--- src/rtl/gfx_fb_swap_ctrl_if.sv ---
// Signal bundle between the renderer/scanout side and the framebuffer swap controller.
// The controller connects through the slave modport.
interface gfx_fb_swap_ctrl_if #(
   parameter int NUM_BUFS = 2,
   parameter int CNT_BITS = 16
);
   localparam int BUF_BITS = ($clog2(NUM_BUFS) > 1) ? $clog2(NUM_BUFS) : 1;

   logic                gfx_last;
   logic                vga_vsync;
   logic                vsync_mode;
   logic [BUF_BITS-1:0] wr_buf;
   logic [BUF_BITS-1:0] rd_buf;
   logic                gfx_restart;
   logic                vga_enable;
   logic                frame_pending;
   logic [CNT_BITS-1:0] frames_shown;
   logic [CNT_BITS-1:0] frames_dropped;

   modport master (
      output gfx_last, vga_vsync, vsync_mode,
      input  wr_buf, rd_buf, gfx_restart, vga_enable, frame_pending,
             frames_shown, frames_dropped
   );

   modport slave (
      input  gfx_last, vga_vsync, vsync_mode,
      output wr_buf, rd_buf, gfx_restart, vga_enable, frame_pending,
             frames_shown, frames_dropped
   );
endinterface

--- src/rtl/gfx_fb_swap_ctrl.sv ---
// N-buffer framebuffer swap controller: flushes each finished frame, then swaps the
// scanout buffer at vsync falling edge or immediately, counting shown/dropped frames.
module gfx_fb_swap_ctrl #(
   parameter int NUM_BUFS     = 2,
   parameter int FLUSH_CYCLES = 8,
   parameter int CNT_BITS     = 16
) (
   input  logic              clk,
   input  logic              reset_n,
   gfx_fb_swap_ctrl_if.slave bus
);
   localparam int         BUF_BITS   = ($clog2(NUM_BUFS) > 1) ? $clog2(NUM_BUFS) : 1;
   localparam logic [8:0] FLUSH_LOAD = 9'(FLUSH_CYCLES + 1);
   localparam bit         TWO_BUFS   = (NUM_BUFS == 2);

   typedef enum logic [1:0] {INIT, RUN_IDLE, RUN_PENDING} state_t;

   state_t              state, state_nx;
   logic [8:0]          flush_cnt;
   logic                vsync_prev;
   logic [BUF_BITS-1:0] rd_buf, wr_buf, ready_buf;
   logic [BUF_BITS-1:0] rd_nx, wr_nx, ready_nx;
   logic                gfx_restart, restart_nx;
   logic [CNT_BITS-1:0] shown, dropped, shown_nx, dropped_nx;
   logic                complete, vsync_fall, flush_start;

   // Lowest buffer index that is neither being displayed nor holding the ready frame.
   function automatic logic [BUF_BITS-1:0] pick_free(input logic [BUF_BITS-1:0] a,
                                                     input logic [BUF_BITS-1:0] b);
      logic [BUF_BITS-1:0] idx;
      pick_free = '0;
      for (int i = NUM_BUFS - 1; i >= 0; i--) begin
         idx = BUF_BITS'(i);
         if (idx != a && idx != b) pick_free = idx;
      end
   endfunction

   // Counter idles at 0; loading FLUSH_CYCLES+1 makes completion land FLUSH_CYCLES+1 edges later.
   assign complete    = (flush_cnt == 9'd1);
   assign vsync_fall  = vsync_prev && !bus.vga_vsync && (state != INIT);
   assign flush_start = bus.gfx_last && (flush_cnt == '0) && !(TWO_BUFS && state == RUN_PENDING);

   always_ff @(posedge clk or negedge reset_n) begin
      // NOTE: non-blocking assignments keep every register update on the same edge.
      if (!reset_n) begin
         flush_cnt  <= '0;
         vsync_prev <= 1'b0;
      end else begin
         vsync_prev <= bus.vga_vsync;
         if (flush_start)          flush_cnt <= FLUSH_LOAD;
         else if (flush_cnt != '0) flush_cnt <= flush_cnt - 9'd1;
      end
   end

   always_ff @(posedge clk or negedge reset_n) begin
      if (!reset_n) begin
         state       <= INIT;
         rd_buf      <= '0;
         wr_buf      <= '0;
         ready_buf   <= '0;
         gfx_restart <= 1'b0;
         shown       <= '0;
         dropped     <= '0;
      end else begin
         state       <= state_nx;
         rd_buf      <= rd_nx;
         wr_buf      <= wr_nx;
         ready_buf   <= ready_nx;
         gfx_restart <= restart_nx;
         shown       <= shown_nx;
         dropped     <= dropped_nx;
      end
   end

   // Vsync swap first on pre-cycle state; completion then sees the post-swap rd/state.
   always_comb begin
      // NOTE: every output gets a default first so no path can infer a latch.
      state_nx   = state;
      rd_nx      = rd_buf;
      wr_nx      = wr_buf;
      ready_nx   = ready_buf;
      restart_nx = 1'b0;
      shown_nx   = shown;
      dropped_nx = dropped;

      if (vsync_fall && state == RUN_PENDING) begin
         rd_nx    = ready_buf;
         shown_nx = shown + 1'b1;
         state_nx = RUN_IDLE;
         if (TWO_BUFS) begin
            wr_nx      = rd_buf;
            restart_nx = 1'b1;
         end
      end

      if (complete) begin
         case (state_nx)
            INIT: begin
               rd_nx      = wr_buf;
               wr_nx      = BUF_BITS'(1);
               restart_nx = 1'b1;
               state_nx   = RUN_IDLE;
            end
            RUN_IDLE: begin
               if (!bus.vsync_mode) begin
                  wr_nx      = rd_nx;
                  rd_nx      = wr_buf;
                  shown_nx   = shown_nx + 1'b1;
                  restart_nx = 1'b1;
               end else begin
                  ready_nx = wr_buf;
                  state_nx = RUN_PENDING;
                  if (!TWO_BUFS) begin
                     wr_nx      = pick_free(rd_nx, wr_buf);
                     restart_nx = 1'b1;
                  end
               end
            end
            RUN_PENDING: begin
               dropped_nx = dropped + 1'b1;
               ready_nx   = wr_buf;
               wr_nx      = pick_free(rd_nx, wr_buf);
               restart_nx = 1'b1;
            end
            default: ;
         endcase
      end
   end

   assign bus.wr_buf         = wr_buf;
   assign bus.rd_buf         = rd_buf;
   assign bus.gfx_restart    = gfx_restart;
   assign bus.vga_enable     = (state != INIT);
   assign bus.frame_pending  = (state == RUN_PENDING);
   assign bus.frames_shown   = shown;
   assign bus.frames_dropped = dropped;
endmodule

--- src/flat_wrapper.sv ---
// flat-port wrapper written by rule: the top's interface ports become plain ports
module gfx_fb_swap_ctrl_flat 
#(
   parameter int NUM_BUFS     = 2,
   parameter int FLUSH_CYCLES = 8,
   parameter int CNT_BITS     = 16
)
  (clk, reset_n, bus_gfx_last, bus_vga_vsync, bus_vsync_mode, bus_wr_buf, bus_rd_buf, bus_gfx_restart, bus_vga_enable, bus_frame_pending, bus_frames_shown, bus_frames_dropped);
  gfx_fb_swap_ctrl_if #(.NUM_BUFS(NUM_BUFS), .CNT_BITS(CNT_BITS)) bus_i ();
  input  logic clk;
  input  logic reset_n;
  input wire logic [$bits(bus_i.gfx_last)-1:0] bus_gfx_last;
  input wire logic [$bits(bus_i.vga_vsync)-1:0] bus_vga_vsync;
  input wire logic [$bits(bus_i.vsync_mode)-1:0] bus_vsync_mode;
  output wire logic [$bits(bus_i.wr_buf)-1:0] bus_wr_buf;
  output wire logic [$bits(bus_i.rd_buf)-1:0] bus_rd_buf;
  output wire logic [$bits(bus_i.gfx_restart)-1:0] bus_gfx_restart;
  output wire logic [$bits(bus_i.vga_enable)-1:0] bus_vga_enable;
  output wire logic [$bits(bus_i.frame_pending)-1:0] bus_frame_pending;
  output wire logic [$bits(bus_i.frames_shown)-1:0] bus_frames_shown;
  output wire logic [$bits(bus_i.frames_dropped)-1:0] bus_frames_dropped;
  assign bus_i.gfx_last = bus_gfx_last;
  assign bus_i.vga_vsync = bus_vga_vsync;
  assign bus_i.vsync_mode = bus_vsync_mode;
  assign bus_wr_buf = bus_i.wr_buf;
  assign bus_rd_buf = bus_i.rd_buf;
  assign bus_gfx_restart = bus_i.gfx_restart;
  assign bus_vga_enable = bus_i.vga_enable;
  assign bus_frame_pending = bus_i.frame_pending;
  assign bus_frames_shown = bus_i.frames_shown;
  assign bus_frames_dropped = bus_i.frames_dropped;
  gfx_fb_swap_ctrl #(.NUM_BUFS(NUM_BUFS), .FLUSH_CYCLES(FLUSH_CYCLES), .CNT_BITS(CNT_BITS)) u_core (.clk(clk), .reset_n(reset_n), .bus(bus_i));
endmodule
--- config.mk ---
export PLATFORM = sky130hd
export DESIGN_NAME = gfx_fb_swap_ctrl_flat
export DESIGN_NICKNAME = d
export VERILOG_FILES = /design/src/rtl/gfx_fb_swap_ctrl_if.sv /design/src/rtl/gfx_fb_swap_ctrl.sv /design/src/flat_wrapper.sv
export SDC_FILE = /design/constraint.sdc
export NUM_CORES = 1
export LEC_CHECK = 0
export CORE_MARGIN = 2
export CORE_UTILIZATION = 54
export DETAILED_ROUTE_END_ITERATION = 8
export PLACE_DENSITY = 0.77
export SLEW_MARGIN = 20
export SYNTH_ARGS = -nofsm -noshare
export SYNTH_HDL_FRONTEND = slang
export SYNTH_SLANG_ARGS = --single-unit
export TNS_END_PERCENT = 100
--- constraint.sdc ---
create_clock -name clk -period 4.4 [get_ports clk]
set_input_delay 0.44 -clock clk [delete_from_list [all_inputs] [get_ports clk]]
set_output_delay 0.44 -clock clk [all_outputs]
set_load 0.005 [all_outputs]
Word level (Yosys, flattened, before mapping)
Index checks and enable logic that the tools add are counted.
- eq/ne operators: 5
- bitwise logic cells: 2
- mux-type cells: 26
- add/sub/neg operators: 4
- reduce and logical (&&, ||, !) cells: 18
- operators by type and width (operator ; number):
    $mux W16 ; 4
    $add A16 B1 Y16 const B ; 3
    $mux W9 ; 2
    $mux W1 ; 12
    $eq A9 B1 Y1 const B ; 1
    $logic_not A9 Y1 ; 1
    $reduce_bool A9 Y1 ; 1
    $sub A9 B1 Y9 const B ; 1
    $logic_and A1 B1 Y1 ; 7
    $mux W2 ; 3
    $pmux W1 S2 ; 3
    $reduce_bool A2 Y1 ; 3
    $eq A2 B2 Y1 const B ; 2
    $pmux W2 S2 ; 1
    $pmux W1 S3 ; 1
    $reduce_and A3 Y1 ; 1
    $eq A2 B1 Y1 const B ; 1
    $logic_not A1 Y1 ; 2
    $logic_not A2 Y1 ; 1
    $ne A2 B2 Y1 const B ; 1
    $not A1 Y1 ; 2
    $reduce_and A2 Y1 ; 1
    $reduce_or A2 Y1 ; 1
- register bits after elaboration: 48
- output and inout bits: 37
- word-level logic and storage cells: 64
- input port bits: 5

Depth between registers and ports, before layout
- depth in word-level cells: 11
- mapped depth: 12
- mapped depth without buffers: 9

Worst setup path before layout
OpenSTA, ideal clock, no wires.
- path type: register to register
- start point: reg u_core.state[0]
- end point: reg u_core.shown[15] (netlist: u_core.bus.frames_shown[15])
- path buffers: 3
- setup slack: 1.286 ns
- clock period less this slack: 3.114 ns
- data arrival time: 3.034 ns
- cell stages (with the launch flop): 13
- setup time: 0.080 ns
- required time: 4.320 ns
- cell sequence: dfrtp_1 > buf_6 > nand4bb_1 > clkbuf_1 > clkbuf_1 > nand2_1 > ha_1 > nor2b_1 > nand3_1 > a21oi_1 > or3b_1 > nor4_1 > xnor2_1
- word-level cells in the longest chain between the ends: 8
- elaborated cells on any way between the ends: 11
- those cells by class: add/sub (1); eq/ne (2); mux (5); reduce/logical (3)
- ends and longest elaborated chain (element ; RTL line ; RTL):
    start: declaration ; gfx_fb_swap_ctrl.sv:18 ; state_t state, state_nx;
    start signal: assignment ; gfx_fb_swap_ctrl.sv:65 ; state <= state_nx;
    $reduce_bool A2 Y1 ; gfx_fb_swap_ctrl.sv:40 ; assign vsync_fall = vsync_prev && !bus.vga_vsync && (state != INIT);
    $logic_and A1 B1 Y1 ; gfx_fb_swap_ctrl.sv:40 ;
    $logic_and A1 B1 Y1 ; gfx_fb_swap_ctrl.sv:86 ; if (vsync_fall && state == RUN_PENDING) begin
    $mux W16 ; gfx_fb_swap_ctrl.sv:86 ;
    $add A16 B1 Y16 ; gfx_fb_swap_ctrl.sv:108 ; shown_nx = shown_nx + 1'b1;
    $mux W16 ; gfx_fb_swap_ctrl.sv:105 ; if (!bus.vsync_mode) begin
    $mux W16 ; gfx_fb_swap_ctrl.sv:97 ; case (state_nx)
    $mux W16 (*) ; gfx_fb_swap_ctrl.sv:96 ; if (complete) begin
    named net u_core.shown_nx[15] ; gfx_fb_swap_ctrl.sv:24 ; logic [CNT_BITS-1:0] shown, dropped, shown_nx, dropped_nx;
    end signal: assignment ; gfx_fb_swap_ctrl.sv:70 ; shown <= shown_nx;
    end: declaration ; gfx_fb_swap_ctrl.sv:24 ;
The timed path passes the listed nets; every way through them passes the cells marked *.
A chain may end at the register's enable or synchronous reset.

Worst setup path after layout
- start point: in bus_vga_vsync
- end point: reg u_core.shown[15] (netlist: u_core.bus.frames_shown[15])
- word-level cells in the longest chain between the ends: 9
- elaborated cells on any way between the ends: 11
- those cells by class: add/sub (1); eq/ne (1); mux (5); reduce/logical (4)
- ends and longest elaborated chain (element ; RTL line ; RTL):
    start: declaration ; flat_wrapper.sv:13 ; input wire logic [$bits(bus_i.vga_vsync)-1:0] bus_vga_vsync;
    $logic_not A1 Y1 (*) ; gfx_fb_swap_ctrl.sv:40 ;
    $logic_and A1 B1 Y1 (*) (2 in a row) ; gfx_fb_swap_ctrl.sv:40 ;
    $logic_and A1 B1 Y1 (*) ; gfx_fb_swap_ctrl.sv:86 ;
    $mux W16 ; gfx_fb_swap_ctrl.sv:86 ;
    $add A16 B1 Y16 ; gfx_fb_swap_ctrl.sv:108 ;
    $mux W16 ; gfx_fb_swap_ctrl.sv:105 ;
    $mux W16 ; gfx_fb_swap_ctrl.sv:97 ;
    $mux W16 (*) ; gfx_fb_swap_ctrl.sv:96 ;
    named net u_core.shown_nx[15] ; gfx_fb_swap_ctrl.sv:24 ;
Marks and branches as above.

==> flow_metrics.py <==
metrics = {
    "status": {
        "status": "finished, final reports clean",
    },
    "layout": {
        "filler_cell_count": 445,
        "syn_to_final_growth_pct": 19.0,
        "finalInstanceArea_sq_mm": 0.00336,
        "drive_above_1_share": 0.0542,
        "antenna-diode-count": 0,
        "nets": 343,
    },
    "placement": {
        "place_area_sq_mm": 0.00327,
        "port_buffers": 41,
        "final_estimated_routing_congestion_in_global_placement": 0.864,
        "dp.final_hpwl_um": 4130,
    },
    "drt": {
        "via_count": 2347,
        "drt_iter0_markers": 105,
        "drt_pass1_iterations": 4,
        "wirelength_um": 5810,
        "drc_violation_count_after_routing": 0,
        "drtAntennaViolNets": 0,
        "avgRoutedWirePerCell_um": 14.4,
        "post_drt_via_cell_ratio": 5.84,
    },
    "floorplanning": {
        "die_width_um": 76.4,
        "floorplan.die.height_um": 76.4,
        "floorplan.rows": 26,
        "effective_utilization_at_floorplan": 0.557,
        "fp.dieArea_sq_mm": 0.00583,
        "ioPinCount": 42,
        "core_box_area_sq_mm": 0.00507,
    },
    "synthesis": {
        "yosysSeqAreaShare": 0.425,
        "most_common_cell_in_the_synthesized_netlist": "sky130_fd_sc_hd__dfrtp_1",
        "ys_async_rst_share": 1.00,
        "yosys_register_bits": 48,
        "synth_enable_flop_cells": 0,
        "netlist_area_sq_mm": 0.00283,
        "syn-mean-instance-area_sq_um": 9.59,
        "synth.distinct_cells": 58,
        "largest_cells_by_area_after_synthesis": "sky130_fd_sc_hd__dfrtp_1 (42%), sky130_fd_sc_hd__xnor2_1 (9.6%), sky130_fd_sc_hd__nand2_1 (4.0%), sky130_fd_sc_hd__ha_1 (3.1%), sky130_fd_sc_hd__nand3_1 (2.7%)",
        "postSynthCellCount": 295,
        "synthFlopType": "sky130_fd_sc_hd__dfrtp_1",
        "synthDominantCellAreaShare": 0.425,
        "synth_top_cells_by_count": "sky130_fd_sc_hd__dfrtp_1 (48), sky130_fd_sc_hd__xnor2_1 (31), sky130_fd_sc_hd__nand2_1 (30)",
        "post-synth-top-area-cell": "sky130_fd_sc_hd__dfrtp_1",
        "synth_nets": 307,
        "yosys_warnings": 0,
    },
    "sta": {
        "layout_min_cycle_time_ns": 3.27,
        "hold_ws_ns": 0.153,
        "min_period_over_period": 0.743,
        "clock_skew_ns": 0.00836,
        "fmaxAchievable_mhz": 306,
        "finalHoldViolCount": 0,
        "fin_setup_tns_ns": 0,
        "timing.max_slew.rel_slack": 0.576,
        "rsz0062_at_grt": "false",
        "final_max_slew_viol_count": 0,
        "report.final.setup_viol": 0,
        "worst-slew-pin-transition_ns": 0.627,
    },
    "power_and_ir_drop": {
        "power_per_cell_area_mw_per_mm2": 300,
        "ir_drop_v": 0.000168,
        "total_leakage_power_nw": 1.37,
        "p_total_w": 0.00101,
    },
    "clock_network": {
        "cts_made_buffers": 5,
        "cts_hold_buffers": 0,
        "clk-insertion-delay-late_ns": 0.30,
        "clock_sink_count": 48,
        "tritoncts": "yes",
        "ctsLongestPathBuffers": 2,
        "clk_pin_slew_worst_paths_ns": 0.09,
        "cts-resized-gates": 0,
        "cts-htree-levels": 2,
        "clock_tree.root_cell": "sky130_fd_sc_hd__clkbuf_8",
        "post_cts_buffers": 0,
    },
    "global_routing": {
        "busiest_layer": "met2",
        "globalRouteOverflowTotal": 0,
        "grt_pass1_vias": 2303,
        "antenna_found_initial": 0,
        "wire_length_of_the_first_global_routing_pass_um": 10400,
        "grt.met1_usage": 0.286,
        "met3_usage": 0.0367,
        "met2_demand_to_capacity_share_in_global_routing": 0.364,
        "grt_start_max_net_pins": 49,
        "globalRouteTotalUtil": 0.219,
    },
    "critical_path": {
        "worst_setup_path_end_kind": "flop",
        "crit_arrival_ns": 3.49,
        "crit_path_start_kind": "primary input",
        "r2r-end": "u_core.bus.frames_shown[15]$_DFF_PN0_",
        "ff2ff_setup_slack_ns": 1.22,
        "path_max_fanout": 7,
        "worst_setup_path_startpoint": "bus_vga_vsync",
        "r2r-start": "u_core.state[0]$_DFF_PN0_",
        "crit_required_ns": 4.63,
        "setup.worst_path.class": "in2reg",
        "worstRegToRegCells": 9,
        "timing.critical_path.to": "u_core.bus.frames_shown[15]$_DFF_PN0_",
    },
    "min_path": {
        "hp-class": "in2async",
    },
    "job": {
        "number_of_maximum_capacitance_violations": 0,
    },
}
[cells in the final DEF (no fill, tap or decap), types with 2 or more instances in the layout]
cell type,Yosys,final
sky130_fd_sc_hd__a21o_1,2,2
sky130_fd_sc_hd__a21oi_1,13,13
sky130_fd_sc_hd__a31oi_1,4,4
sky130_fd_sc_hd__and2_1,3,3
sky130_fd_sc_hd__and3_1,9,9
sky130_fd_sc_hd__and4_1,2,2
sky130_fd_sc_hd__buf_4,0,2
sky130_fd_sc_hd__clkbuf_8,0,6
sky130_fd_sc_hd__clkdlybuf4s50_1,0,40
sky130_fd_sc_hd__clkinv_2,0,2
sky130_fd_sc_hd__dfrtp_1,48,48
sky130_fd_sc_hd__ha_1,7,7
sky130_fd_sc_hd__inv_1,10,10
sky130_fd_sc_hd__mux2_2,2,2
sky130_fd_sc_hd__mux2i_1,5,5
sky130_fd_sc_hd__nand2_1,30,30
sky130_fd_sc_hd__nand2b_1,4,4
sky130_fd_sc_hd__nand3_1,15,15
sky130_fd_sc_hd__nand4_1,8,8
sky130_fd_sc_hd__nor2_1,10,10
sky130_fd_sc_hd__nor2b_1,6,6
sky130_fd_sc_hd__nor3_1,7,7
sky130_fd_sc_hd__nor4_1,8,8
sky130_fd_sc_hd__nor4b_1,2,2
sky130_fd_sc_hd__o21ai_0,9,9
sky130_fd_sc_hd__o22ai_1,2,2
sky130_fd_sc_hd__o41a_1,2,2
sky130_fd_sc_hd__or3_1,2,2
sky130_fd_sc_hd__or4_1,5,5
sky130_fd_sc_hd__xnor2_1,31,31
sky130_fd_sc_hd__xor2_1,8,8
[routing by layer]
metal,routed length (um),part of all wire,up-vias
li1,-,-,1140
met1,2530,0.44,1125
met2,2870,0.49,75
met3,327,0.056,7
met4,74,0.013,0
met5,0,0,-
[final cells by class]
cell class | instances | area, sq um | share of cell area
tap | 70 | 87.6 | 0.0260
timing repair buffer | 42 | 415 | 0.123
multi-input combinational | 224 | 1530 | 0.455
inverter | 10 | 37.5 | 0.0112
clock inverter | 2 | 10.0 | 0.00298
sequential | 48 | 1200 | 0.357
clock buffer | 6 | 82.6 | 0.0245
[through the flow]
stage	std cells	setup WS, ns	util
floorplan	295	1.29	-
global placement	394	0.960	0.644
detailed placement	394	0.845	0.644
CTS	402	1.15	0.662
global route	402	0.821	0.663
finish	402	1.13	0.663
[registers in the layout, indices dropped and copies added, names as in the netlist]
register and count:
u_core.bus.frames_dropped 16, u_core.bus.frames_shown 16, u_core.flush_cnt 9, u_core.state 2
u_core.bus.gfx_restart 1, u_core.bus.rd_buf 1, u_core.bus.wr_buf 1, u_core.ready_buf 1
u_core.vsync_prev 1
[cell families after synthesis]
| group | share of synthesized area |
|---|---|
| buffers and inverters | 0.0341 |
| xor gates and xnor gates | 0.121 |
| and+or+nand+nor | 0.239 |
| adders and majority gates | 0.0345 |
| muxes | 0.0257 |
| DFF | 0.425 |
| AOI/OAI and AO/OA | 0.121 |
[how the worst min path moves through the flow]
| stage | start | end | slack (ns) |
|---|---|---|---|
| floorplan | reset_n | u_core.bus.frames_dropped[0]$_DFFE_PN0P_ | 0.14 |
| global placement | u_core.bus.frames_dropped[15]$_DFFE_PN0P_ | u_core.bus.frames_dropped[15]$_DFFE_PN0P_ | 0.46 |
| detailed placement | u_core.bus.frames_dropped[15]$_DFFE_PN0P_ | u_core.bus.frames_dropped[15]$_DFFE_PN0P_ | 0.47 |
| CTS | reset_n | u_core.bus.frames_shown[12]$_DFF_PN0_ | 0.37 |
| global route | reset_n | u_core.bus.frames_shown[6]$_DFF_PN0_ | 0.19 |
| finish | reset_n | u_core.bus.frames_shown[4]$_DFF_PN0_ | 0.15 |
[power by group]
part / total, W / leakage [nW] / internal (W) / switching, W
registers: 0.000521 / 0.630 / 0.000464 / 0.0000572
logic: 0.000218 / 0.694 / 0.000108 / 0.000110
clock network: 0.000269 / 0.0510 / 0.000126 / 0.000144
[worst max-delay path: stages]
cell                              delay, ns
sky130_fd_sc_hd__clkdlybuf4s50_1       0.43
sky130_fd_sc_hd__nand4bb_1             0.26
sky130_fd_sc_hd__nand2_1               0.18
sky130_fd_sc_hd__ha_1                  0.22
sky130_fd_sc_hd__nor2b_1               0.40
sky130_fd_sc_hd__nand3_1               0.26
sky130_fd_sc_hd__a21oi_1               0.35
sky130_fd_sc_hd__or3b_1                0.46
sky130_fd_sc_hd__nor4_1                0.32
sky130_fd_sc_hd__xnor2_1               0.16
No activity file was read; power rests on OpenSTA's default activity.
